--- src/rtl/tlm_fifo.sv ---
// -----------------------------------------------------------------------------
// tlm_fifo
//
// Synchronous FIFO channel between a producer (put port) and a consumer (get
// port). Both sides use valid/ready handshakes. Words come out in the order
// they went in. The channel also reports its occupancy: used, empty and full.
//
// Parameters
//   WIDTH      bit width of one stored transaction word (default 65)
//   DEPTH      number of entries; any integer >= 1 (need not be a power of 2)
//
// Ports
//   clk        single clock; all state changes on its rising edge
//   reset      synchronous, active-high reset
//   flush      (TLM_FIFO_FLUSH_EN only) synchronous discard of all contents
//   put_data   word offered by the producer
//   put_valid  producer has a word on put_data
//   put_ready  FIFO accepts a word this cycle (not full, not in reset)
//   get_data   head-of-queue word (first-word-fall-through)
//   get_valid  get_data holds a valid word (not empty, not in reset)
//   get_ready  consumer takes the head word this cycle
//   used       number of stored words
//   empty      used == 0
//   full       used == DEPTH
//
// Build option
//   TLM_FIFO_FLUSH_EN  when defined, adds the flush input. Without it the
//                      FIFO empties only through gets or reset.
// -----------------------------------------------------------------------------
module tlm_fifo #(
  parameter int WIDTH = 65,
  parameter int DEPTH = 4
) (
  input  logic                         clk,
  input  logic                         reset,
`ifdef TLM_FIFO_FLUSH_EN
  input  logic                         flush,
`endif
  input  logic [WIDTH-1:0]             put_data,
  input  logic                         put_valid,
  output logic                         put_ready,
  output logic [WIDTH-1:0]             get_data,
  output logic                         get_valid,
  input  logic                         get_ready,
  output logic [$clog2(DEPTH+1)-1:0]   used,
  output logic                         empty,
  output logic                         full
);

  // A one-entry FIFO still needs a one-bit pointer so that the port widths
  // stay legal. That pointer never leaves 0.
  localparam int PTR_W  = (DEPTH > 1) ? $clog2(DEPTH) : 1;
  localparam int USED_W = $clog2(DEPTH + 1);

  localparam logic [PTR_W-1:0]  PTR_LAST  = PTR_W'(DEPTH - 1);
  localparam logic [USED_W-1:0] USED_FULL = USED_W'(DEPTH);

  // ---------------------------------------------------------------------------
  // State
  // ---------------------------------------------------------------------------
  logic [WIDTH-1:0]  mem_q [DEPTH];
  logic [PTR_W-1:0]  wr_ptr_q, wr_ptr_d;
  logic [PTR_W-1:0]  rd_ptr_q, rd_ptr_d;
  logic [USED_W-1:0] used_q,   used_d;

  logic full_w;
  logic empty_w;
  logic put_fire;
  logic get_fire;
  logic flush_w;

`ifdef TLM_FIFO_FLUSH_EN
  assign flush_w = flush;
`else
  assign flush_w = 1'b0;
`endif

  // ---------------------------------------------------------------------------
  // Status and handshakes
  // ---------------------------------------------------------------------------
  // Occupancy comes only from the registered used count. Reset also gates both
  // ready and valid, because handshakes must be ignored while reset is high.
  assign full_w    = (used_q == USED_FULL);
  assign empty_w   = (used_q == '0);

  // A full FIFO refuses a put even when a get fires in the same cycle. This
  // keeps put_ready independent of get_ready, so the outputs have no
  // combinational path from the consumer's inputs.
  assign put_ready = !full_w  && !reset;
  assign get_valid = !empty_w && !reset;

  assign put_fire  = put_valid && put_ready;
  assign get_fire  = get_valid && get_ready;

  assign used      = used_q;
  assign empty     = empty_w;
  assign full      = full_w;

  // First-word-fall-through: the head entry is always presented. When the
  // FIFO is empty it holds stale data, which get_valid masks.
  assign get_data  = mem_q[rd_ptr_q];

  // ---------------------------------------------------------------------------
  // Pointer increment with wrap at DEPTH-1. An explicit compare is needed
  // because DEPTH need not be a power of two.
  // ---------------------------------------------------------------------------
  function automatic logic [PTR_W-1:0] ptr_inc(input logic [PTR_W-1:0] ptr);
    return (ptr == PTR_LAST) ? '0 : ptr + 1'b1;
  endfunction

  // ---------------------------------------------------------------------------
  // Next-state logic
  // ---------------------------------------------------------------------------
  // NOTE: every always_comb output is given a default first. A path that skips
  // an assignment would otherwise infer a latch.
  always_comb begin
    wr_ptr_d = wr_ptr_q;
    rd_ptr_d = rd_ptr_q;
    used_d   = used_q;

    if (flush_w) begin
      // A flush discards the contents and any put or get in the same cycle.
      wr_ptr_d = '0;
      rd_ptr_d = '0;
      used_d   = '0;
    end else begin
      if (put_fire) wr_ptr_d = ptr_inc(wr_ptr_q);
      if (get_fire) rd_ptr_d = ptr_inc(rd_ptr_q);

      // A simultaneous put and get leave the count unchanged.
      unique case ({put_fire, get_fire})
        2'b10:   used_d = used_q + 1'b1;
        2'b01:   used_d = used_q - 1'b1;
        default: used_d = used_q;
      endcase
    end
  end

  // ---------------------------------------------------------------------------
  // Control registers. Reset is synchronous and takes priority over flush.
  // ---------------------------------------------------------------------------
  // NOTE: sequential state uses non-blocking assignments only. Every flop then
  // samples pre-edge values, whatever order the blocks are evaluated in.
  always_ff @(posedge clk) begin
    if (reset) begin
      wr_ptr_q <= '0;
      rd_ptr_q <= '0;
      used_q   <= '0;
    end else begin
      wr_ptr_q <= wr_ptr_d;
      rd_ptr_q <= rd_ptr_d;
      used_q   <= used_d;
    end
  end

  // ---------------------------------------------------------------------------
  // Storage
  // ---------------------------------------------------------------------------
  // NOTE: the storage array is deliberately left out of reset. Its contents are
  // never observed until written, and leaving out the reset allows it to map
  // onto RAM or a plain flop array with no reset fan-out.
  always_ff @(posedge clk) begin
    if (put_fire && !flush_w) begin
      mem_q[wr_ptr_q] <= put_data;
    end
  end

endmodule

--- config.mk ---
export PLATFORM = sky130hd
export DESIGN_NAME = tlm_fifo
export DESIGN_NICKNAME = d
export VERILOG_FILES = /design/src/rtl/tlm_fifo.sv
export SDC_FILE = /design/constraint.sdc
export NUM_CORES = 1
export LEC_CHECK = 0
export ABC_AREA = 1
export CORE_MARGIN = 4
export CORE_UTILIZATION = 47
export DETAILED_ROUTE_END_ITERATION = 10
export DONT_BUFFER_PORTS = 1
export PLACE_DENSITY = 0.68
export SETUP_SLACK_MARGIN = 0.2
export SLEW_MARGIN = 20
export SYNTH_ARGS = -nofsm -noshare
export SYNTH_HDL_FRONTEND = slang
export SYNTH_SLANG_ARGS = --single-unit
--- constraint.sdc ---
create_clock -name clk -period 5.3 [get_ports clk]
set_input_delay 0.795 -clock clk [delete_from_list [all_inputs] [get_ports clk]]
set_output_delay 0.795 -clock clk [all_outputs]
set_load 0.005 [all_outputs]
==> flow_metrics.py, run 1 <==
metrics = {
    "sta": {
        "fin_crit_ns": 3.18,
        "max_freq_mhz": 314,
        "rsz0062_at_grt": "no",
        "fin_crit_sh_pct": 60.1,
        "slew-limit-headroom_pct": 31.8,
        "slew_violations": 0,
        "tightest_slew_ns": 1.02,
        "tns_ns": 0,
        "hold_viol": 0,
        "setup_viol_count_final": 0,
        "worst_clock_skew_ns": 0.0125,
    },
    "finish": {
        "multiInputGateArea_um2": 2130,
        "fin_area_um2": 11500,
        "ff_latch_area_um2": 7990,
        "syn_to_final_growth_pct": 10.4,
        "fillCellCount": 1769,
        "drive_gt1_share_pct": 16.0,
        "nets": 774,
        "diodes": 0,
    },
    "yosys": {
        "synthAdderAreaFrac_pct": 0.909,
        "yosysTopAreaCellShare_pct": 74.6,
        "synth_cell_types": 23,
        "yosys.area_share.simple_pct": 7.49,
        "muxShareOfSynthArea_pct": 0,
        "syn_avg_cell_area_um2": 15.0,
        "netlist_area_um2": 10500,
        "yosys_warnings": 0,
        "syn_inst": 698,
        "synth_top_family_by_area": "compound AO/OA/AOI/OAI gates",
        "yosys.area.top_type": "edfxtp_1",
        "synthXorXnorAreaFrac_pct": 0,
        "ys_top_cells_by_area": "edfxtp_1 75%, o21ai_0 4.4%, nor2_1 4.2%",
        "synth_compound_area_share_pct": 11.7,
        "ys_ff_latch": 269,
        "seq_area_frac_synth_pct": 76.4,
        "syn-num-nets": 774,
    },
    "pwr": {
        "internal_power_mw": 3.55,
        "p_comb_share_pct": 9.4,
        "finalPower_mw": 4.62,
        "swShare_pct": 23.3,
        "leakage_nw": 3.73,
        "p_seq_share_pct": 52.3,
        "switchingPower_mw": 1.08,
        "pwr-share-clk_pct": 38.3,
        "vdd_drop_max_uv": 338,
        "cellPowerDensity_nw_per_um2": 400,
    },
    "route": {
        "wl_um": 20600,
        "initialDrtViolationCount": 295,
        "routed_via_density": 5.60,
        "wl_met2_um": 10300,
        "vias": 5593,
        "wl_met3_um": 1580,
        "drc_errors": 0,
        "ant_nets": 0,
        "avgRoutedWirePerCell_um": 20.6,
        "wirelength_met1_um": 8260,
        "first_pass_iters": 4,
        "dr.max_layer_used": "met4",
    },
    "critical_path": {
        "end_kind": "output pin",
        "cp_num_buf_inv": 2,
        "ff2ff_path_depth": 6,
        "critical_path_depth": 4,
        "path_delay_family": "buffers and inverters",
        "crit_fanout": 107,
        "crit_chain": "inv_6, buf_4, o21ai_0, o22ai_2",
        "critical_path_class": "reg -> out",
        "slowest_delay_ns": 0.57,
        "slowest_stage": "inv_6",
        "startpoint_type": "register",
        "worstPathRequired_ns": 4.51,
        "arrival_ns": 2.39,
    },
    "worst_hold_path": {
        "worstHoldPathCells": 0,
        "holdCritPathClass": "in -> reg",
    },
    "cts": {
        "ctsResizeCount": 0,
        "cts.sinks": 269,
        "path_clk_slew_ns": 0.06,
        "cts_tree": "yes",
        "ctsHoldBuffers": 0,
        "cts_root_buf": "clkbuf_16",
        "cts_setup_buffers": 0,
        "cts_max_level": 1,
        "cts_made_buffers": 27,
        "worstSkewPairLatency_ns": 0.52,
        "max-clock-path-buffers": 3,
    },
    "global_routing": {
        "grt_pass1_wl_um": 32000,
        "grt_pass1_vias": 5665,
        "grt_max_degree": 131,
        "overflow": 0,
        "grt_antenna_before_repair": 0,
        "grt_usage_pct": 16.6,
    },
    "floorplanning": {
        "die_w_um": 157,
        "rows": 54,
        "dieHeight_um": 157,
        "pin_count": 141,
        "core_um2": 21900,
        "dieArea_um2": 24700,
        "start_util_pct": 47.8,
    },
    "placement": {
        "routabilityCongestion": 0.771,
        "placed_area_um2": 10700,
        "io_buffers": 0,
        "dp_hpwl_um": 11900,
    },
    "run": {
        "cap_violations": 0,
    },
    "status": {
        "run_status": "complete, no violations",
    },
}
-- registers in the layout, indices dropped and copies added (netlist names), named ones only --
| register | flops |
|---|---|
| wr_ptr_q | 2 |
| mem_q | 260 |
| used | 3 |
| rd_ptr_q | 2 |
-- kinds of logic (layout without fill, tap and decap cells) --
kind of cell,Yosys count,in the layout
flip-flops,269,269
AO/OA/AOI/OAI,199,199
AND/OR/NAND/NOR,163,163
buffers and inverters,60,80
adder cells (fa/ha/maj),7,7
-- power groups by stage --
stage               clock [mW]  sequential, mW  combinational (mW)
floorplan                    0            2.46               0.363
global placement             0            2.46               0.426
detailed placement           0            2.46               0.443
CTS                       1.81            2.42               0.444
global route              1.91            2.42               0.485
finish                    1.77            2.42               0.434
-- layout by cell type (no fill, tap or decap), types with 6 or more instances in the layout --
cell type and instances:
clkinv_2 10, o21ai_1 35, buf_4 9, nand3_1 7
dfxtp_1 7, ha_1 6, nor2_4 24, o22ai_1 45
edfxtp_1 260, clkbuf_16 27, o22ai_2 20, nand2_1 13
o21ai_0 92, inv_1 15, nor2_1 114
-- area by class of cell --
cell class,count,area share [%]
Clock buffer,30,5.95
Clock inverter,19,1.31
Inverter,18,0.650
Multi-Input combinational cell,369,18.4
Sequential cell,269,69.2
Tap cell,280,3.03
Timing Repair Buffer,13,1.40
-- synthesized netlist by cell type --
master    count
buf_2        18
nor2_2        5
nor2_1      118
ha_1          6
buf_8         1
a21oi_1       2
inv_1        15
dfxtp_1       9
edfxtp_1    260
o21ai_0      92
clkbuf_1     12
fa_1          1
o21ai_1      35
buf_12        3
nand3_1       7
o22ai_1      45
o22ai_2      20
inv_6         1
inv_2         2
nand2_1      13
buf_6         8
o21ai_2       5
nor2_4       20
-- worst register-to-register path, delay by kind of cell (launching register included) --
family / cells / cell delay (ns)
flops: 1 / 0.40
buf+inv: 2 / 0.56
simple gates: 4 / 1.23
-- final timing paths --
check | startpoint | endpoint | slack, ns
hold reg to reg | rd_ptr_q[0] | register | 0.51
hold / removal | put_data[47] | mem_q[1][47] | 0.37
setup / recovery | register | get_data[61] | 2.12
setup reg to reg | used[1] | mem_q[3][34] | 2.79
-- layer usage --
layer,vias up,global-route usage [%]
li1,2607,-
met1,2815,21.0
met2,147,27.9
met3,24,5.55
met4,0,3.97
met5,-,0
-- stage by stage --
step / hold slack [ns] / utilization (%) / cells / worst slack, ns
6_report: 0.368 / 52.7 / 998 / 2.12
5_1_grt: 0.340 / 52.7 / 998 / 1.88
4_1_cts: 0.346 / 52.5 / 996 / 1.96
3_5_place_dp: 0.492 / 48.7 / 947 / 2.13
3_3_place_gp: 0.480 / 48.5 / 946 / 2.17
2_1_floorplan: 0.462 / - / 698 / 0.946
Note: power is estimated with default switching activity, not from simulation.
==> run 2, diff against run 1 <==
clock period = 3.2 ns   (was 5.3 ns; I/O delays follow)
==> run 2 against run 1 <==
Compared with the run above:
- count of clock-buffer cells in the layout up 1
- design area about the same
- cell count up 0.10%
- sequential share of layout area up 0.052 points
- critical path depth unchanged
- flip-flop and latch count unchanged
- largest cell class unchanged
==> flow_metrics.py, run 2 (synthesized netlist as in run 1, its figures left out) <==
metrics = {
    "critical_path": {
        "arrival_ns": 2.25,
        "end_kind": "output pin",
        "cp_num_buf_inv": 2,
        "crit_chain": "inv_2, buf_6, o21ai_1, o22ai_1",
        "slowest_stage": "dfxtp_2",
        "worstPathRequired_ns": 2.72,
        "path_delay_family": "buffers and inverters",
        "critical_path_class": "reg -> out",
        "crit_fanout": 50,
        "startpoint_type": "register",
        "slowest_delay_ns": 0.50,
    },
    "cts": {
        "path_clk_slew_ns": 0.06,
        "cts_setup_buffers": 0,
        "worstSkewPairLatency_ns": 0.52,
        "cts_made_buffers": 27,
        "cts_max_level": 1,
        "cts_tree": "yes",
        "max-clock-path-buffers": 3,
        "ctsHoldBuffers": 0,
        "cts.sinks": 269,
        "cts_root_buf": "clkbuf_16",
    },
    "route": {
        "first_pass_iters": 4,
        "ant_nets": 0,
        "initialDrtViolationCount": 309,
        "drc_errors": 0,
        "vias": 5621,
        "avgRoutedWirePerCell_um": 20.7,
        "routed_via_density": 5.63,
        "wl_um": 20700,
    },
    "finish": {
        "top_register": "mem_q",
        "nets": 775,
        "multiInputGateArea_um2": 2130,
        "fin_area_um2": 11500,
        "syn_to_final_growth_pct": 10.3,
        "final_common_cell": "edfxtp_1",
        "largest_register_ffs": 260,
        "utilization_pct": 52.7,
        "ff_latch_area_um2": 7990,
        "drive_gt1_share_pct": 15.2,
        "stdcell_count": 999,
        "diodes": 0,
        "mostFrequentLayoutCells": "260 x edfxtp_1, 114 x nor2_1, 92 x o21ai_0",
        "fillCellCount": 1766,
    },
    "global_routing": {
        "grt_antenna_before_repair": 0,
        "overflow": 0,
        "grt_pass1_wl_um": 32000,
        "grt_pass1_vias": 5839,
        "grt_usage_pct": 16.6,
        "grt_max_degree": 71,
    },
    "pwr": {
        "leakage_nw": 3.73,
        "vdd_drop_max_uv": 484,
        "cellPowerDensity_nw_per_um2": 677,
    },
    "sta": {
        "max_freq_mhz": 366,
        "tns_ns": 0,
        "worst_clock_skew_ns": 0.00804,
        "setup_viol_count_final": 0,
        "slew-limit-headroom_pct": 59.6,
        "timing.hold.ws_ns": 0.0527,
        "fin_crit_ns": 2.73,
        "rsz0062_at_grt": "no",
        "slew_violations": 0,
        "hold_viol": 0,
        "fin_crit_sh_pct": 85.4,
        "tightest_slew_ns": 0.606,
    },
    "placement": {
        "placed_area_um2": 10700,
        "routabilityCongestion": 0.754,
        "dp_hpwl_um": 12200,
        "io_buffers": 0,
        "post-place-cells": 950,
    },
    "floorplanning": {
        "start_util_pct": 47.8,
        "die_w_um": 157,
        "pin_count": 141,
        "core_um2": 21900,
        "rows": 54,
        "dieArea_um2": 24700,
        "dieHeight_um": 157,
    },
    "worst_hold_path": {
        "holdCritPathClass": "in -> reg",
    },
    "run": {
        "cap_violations": 0,
    },
    "status": {
        "run_status": "complete, no violations",
    },
}
run 2: cell types whose count changed in the layout (fill, tap and decap cells not counted), moves of 2 or more:
cell	before	now
buf_16	3	0
buf_4	9	12
bufinv_16	2	4
clkinv_1	3	9
clkinv_2	10	4
clkinvlp_4	4	1
run 2: report_power, final:
part | internal (mW) | switching (mW)
registers | 3.97 | 0.0596
clock network | 1.86 | 1.23
logic | 0.200 | 0.487
total | 6.03 | 1.78
run 2: area by class of cell:
| cell class | instances | area share [%] |
|---|---|---|
| flip-flops and latches | 269 | 69.3 |
| clock buffers | 31 | 5.99 |
| clock inverters | 18 | 1.57 |
| multi-input cells | 369 | 18.5 |
| inverters | 18 | 0.629 |
| repair buffers | 14 | 1.05 |
| well taps | 280 | 3.04 |
run 2: path summary, 6_finish.rpt:
check,end,depth (start not counted),slack [ns],from
worst max register to register,used[2],12,1.02,used[1]
worst max-delay path,get_data[19],4,0.47,register
worst min-delay path,mem_q[0][36],0,0.05,put_data[36]
worst min register to register,register,2,0.51,rd_ptr_q[0]
run 2: what timing repair did:
item                                   in CTS  in global routing
endpoints found under the hold margin       0                  0
gates resized for setup                     0                  1
setup endpoints to repair                   0                 40
run 2: metrics by stage:
| stage | worst slack, ns | power, mW |
|---|---|---|
| 2_1_floorplan | -0.839 | 4.68 |
| 3_3_place_gp | 0.861 | 4.78 |
| 3_5_place_dp | 0.822 | 4.81 |
| 4_1_cts | 0.259 | 7.89 |
| 5_1_grt | 0.268 | 8.13 |
| 6_report | 0.466 | 7.81 |
run 2: routing by layer:
metal  up-vias  global-route usage [%]  share of wire, %
met5         -                       0                 0
met4         0                    4.14               2.1
met3        26                    5.47               7.9
met2       149                    29.3                52
met1      2841                    19.6                39
li1       2605                       -                 -
run 2: worst register-to-register path, delay by kind of cell, from the launching register on:
family / cells / cell delay (ns)
fa+ha+maj: 2 / 0.67
buf+inv: 2 / 0.14
simple gates: 8 / 0.92
flops: 1 / 0.35
==> run 3, diff against run 2 <==
HOLD_SLACK_MARGIN = 0.03   (was unset)
PLACE_DENSITY = unset   (was 0.68)
clock period = 2.9 ns   (was 3.2 ns; I/O delays follow)
==> run 3 against run 2 <==
Compared with the run above:
- largest power group unchanged
- routed wire length rose by 1.9%
- worst hold slack gained 0.050 ns
- design area up 5.6%
- critical path type unchanged
==> flow_metrics.py, run 3 (synthesized netlist as in run 1, its figures left out) <==
metrics = {
    "status": {
        "run_status": "complete, no violations",
    },
    "floorplanning": {
        "die_w_um": 157,
        "dieHeight_um": 157,
        "core_um2": 21900,
        "dieArea_um2": 24700,
        "start_util_pct": 47.8,
        "pin_count": 141,
        "rows": 54,
    },
    "route": {
        "avgRoutedWirePerCell_um": 19.9,
        "initialDrtViolationCount": 473,
        "routed_via_density": 5.46,
        "first_pass_iters": 4,
        "ant_nets": 0,
        "vias": 5808,
        "wl_um": 21100,
        "drc_errors": 0,
    },
    "cts": {
        "path_clk_slew_ns": 0.06,
        "cts_root_buf": "clkbuf_16",
        "worstSkewPairLatency_ns": 0.52,
        "cts_tree": "yes",
        "cts_max_level": 1,
        "max-clock-path-buffers": 3,
        "cts_made_buffers": 27,
        "cts.sinks": 269,
    },
    "sta": {
        "timing.hold.ws_ns": 0.102,
        "worst_clock_skew_ns": 0.0148,
        "tightest_slew_ns": 0.719,
        "fin_crit_ns": 2.45,
        "max_freq_mhz": 409,
        "fin_crit_sh_pct": 84.4,
        "slew-limit-headroom_pct": 52.0,
        "hold_viol": 0,
        "tns_ns": 0,
        "slew_violations": 0,
        "setup_viol_count_final": 0,
        "rsz0062_at_grt": "no",
    },
    "placement": {
        "dp_hpwl_um": 11900,
        "placed_area_um2": 10700,
        "io_buffers": 0,
        "routabilityCongestion": 0.772,
    },
    "finish": {
        "multiInputGateArea_um2": 2130,
        "syn_to_final_growth_pct": 16.5,
        "utilization_pct": 55.7,
        "mostFrequentLayoutCells": "260 x edfxtp_1, 114 x nor2_1, 92 x o21ai_0",
        "fillCellCount": 1721,
        "drive_gt1_share_pct": 13.7,
        "fin_area_um2": 12200,
        "top_register": "mem_q",
        "largest_register_ffs": 260,
        "nets": 841,
        "final_common_cell": "edfxtp_1",
        "ff_latch_area_um2": 7990,
    },
    "global_routing": {
        "grt_pass1_wl_um": 32100,
        "grt_pass1_vias": 5874,
        "grt_antenna_before_repair": 1,
        "overflow": 0,
        "grt_usage_pct": 16.6,
        "grt_max_degree": 131,
    },
    "critical_path": {
        "worstPathRequired_ns": 2.47,
        "ff2ff_path_depth": 12,
        "critical_path_class": "reg -> out",
        "end_kind": "output pin",
        "slowest_delay_ns": 0.58,
        "startpoint_type": "register",
        "crit_fanout": 65,
        "arrival_ns": 2.01,
        "crit_chain": "buf_4, o21ai_0, o22ai_1",
        "slowest_stage": "buf_4",
    },
    "pwr": {
        "leakage_nw": 3.99,
        "cellPowerDensity_nw_per_um2": 703,
        "vdd_drop_max_uv": 430,
    },
    "worst_hold_path": {
        "holdCritPathClass": "in -> reg",
        "worstHoldPathCells": 3,
    },
    "run": {
        "cap_violations": 0,
    },
}
## run 3: metal layers
| layer | vias to the layer above | share of wire (%) | global-route usage [%] |
|---|---|---|---|
| li1 | 2744 | - | - |
| met1 | 2862 | 40 | 21.3 |
| met2 | 175 | 50 | 27.7 |
| met3 | 27 | 7.8 | 5.06 |
| met4 | 0 | 2.0 | 4.59 |
| met5 | - | 0 | 0 |
## run 3: layout make-up
type | instances | area share [%]
Multi-Input combinational cell | 369 | 17.5
Timing Repair Buffer | 80 | 6.70
Tap cell | 280 | 2.88
Clock inverter | 11 | 0.904
Inverter | 18 | 0.596
Clock buffer | 36 | 5.82
Antenna cell | 1 | 0.0205
Sequential cell | 269 | 65.6
## run 3: final timing paths
check                   start           end  slack [ns]
setup reg to reg      used[1]       used[2]        0.65
hold reg to reg   rd_ptr_q[1]      register        0.50
hold / removal          reset   wr_ptr_q[1]        0.10
setup / recovery     register  get_data[15]        0.45
## run 3: power by group
part | total, mW | internal [mW] | switching [mW]
registers | 4.42 | 4.38 | 0.0347
logic | 0.926 | 0.293 | 0.633
clock network | 3.22 | 1.89 | 1.33
## run 3: repair_timing
| item | in CTS | in global routing |
|---|---|---|
| endpoints found under the hold margin | 261 | 0 |
| resized for setup | 0 | 0 |
| hold buffers | 66 | 0 |
| setup buffers | 0 | 0 |
## run 3: per-stage QoR
stage	total power, mW	std cells	worst slack [ns]
finish	8.56	1064	0.452
detailed placement	5.34	950	0.669
CTS	8.68	1063	0.387
global placement	5.31	950	0.782
floorplan	5.16	698	-0.0667
global route	8.94	1064	0.262
## run 3: critical path, delay by kind of cell, from the launching register on
kind	cells	cell delay, ns
buf+inv	1	0.58
flops	1	0.33
compound gates	2	0.57
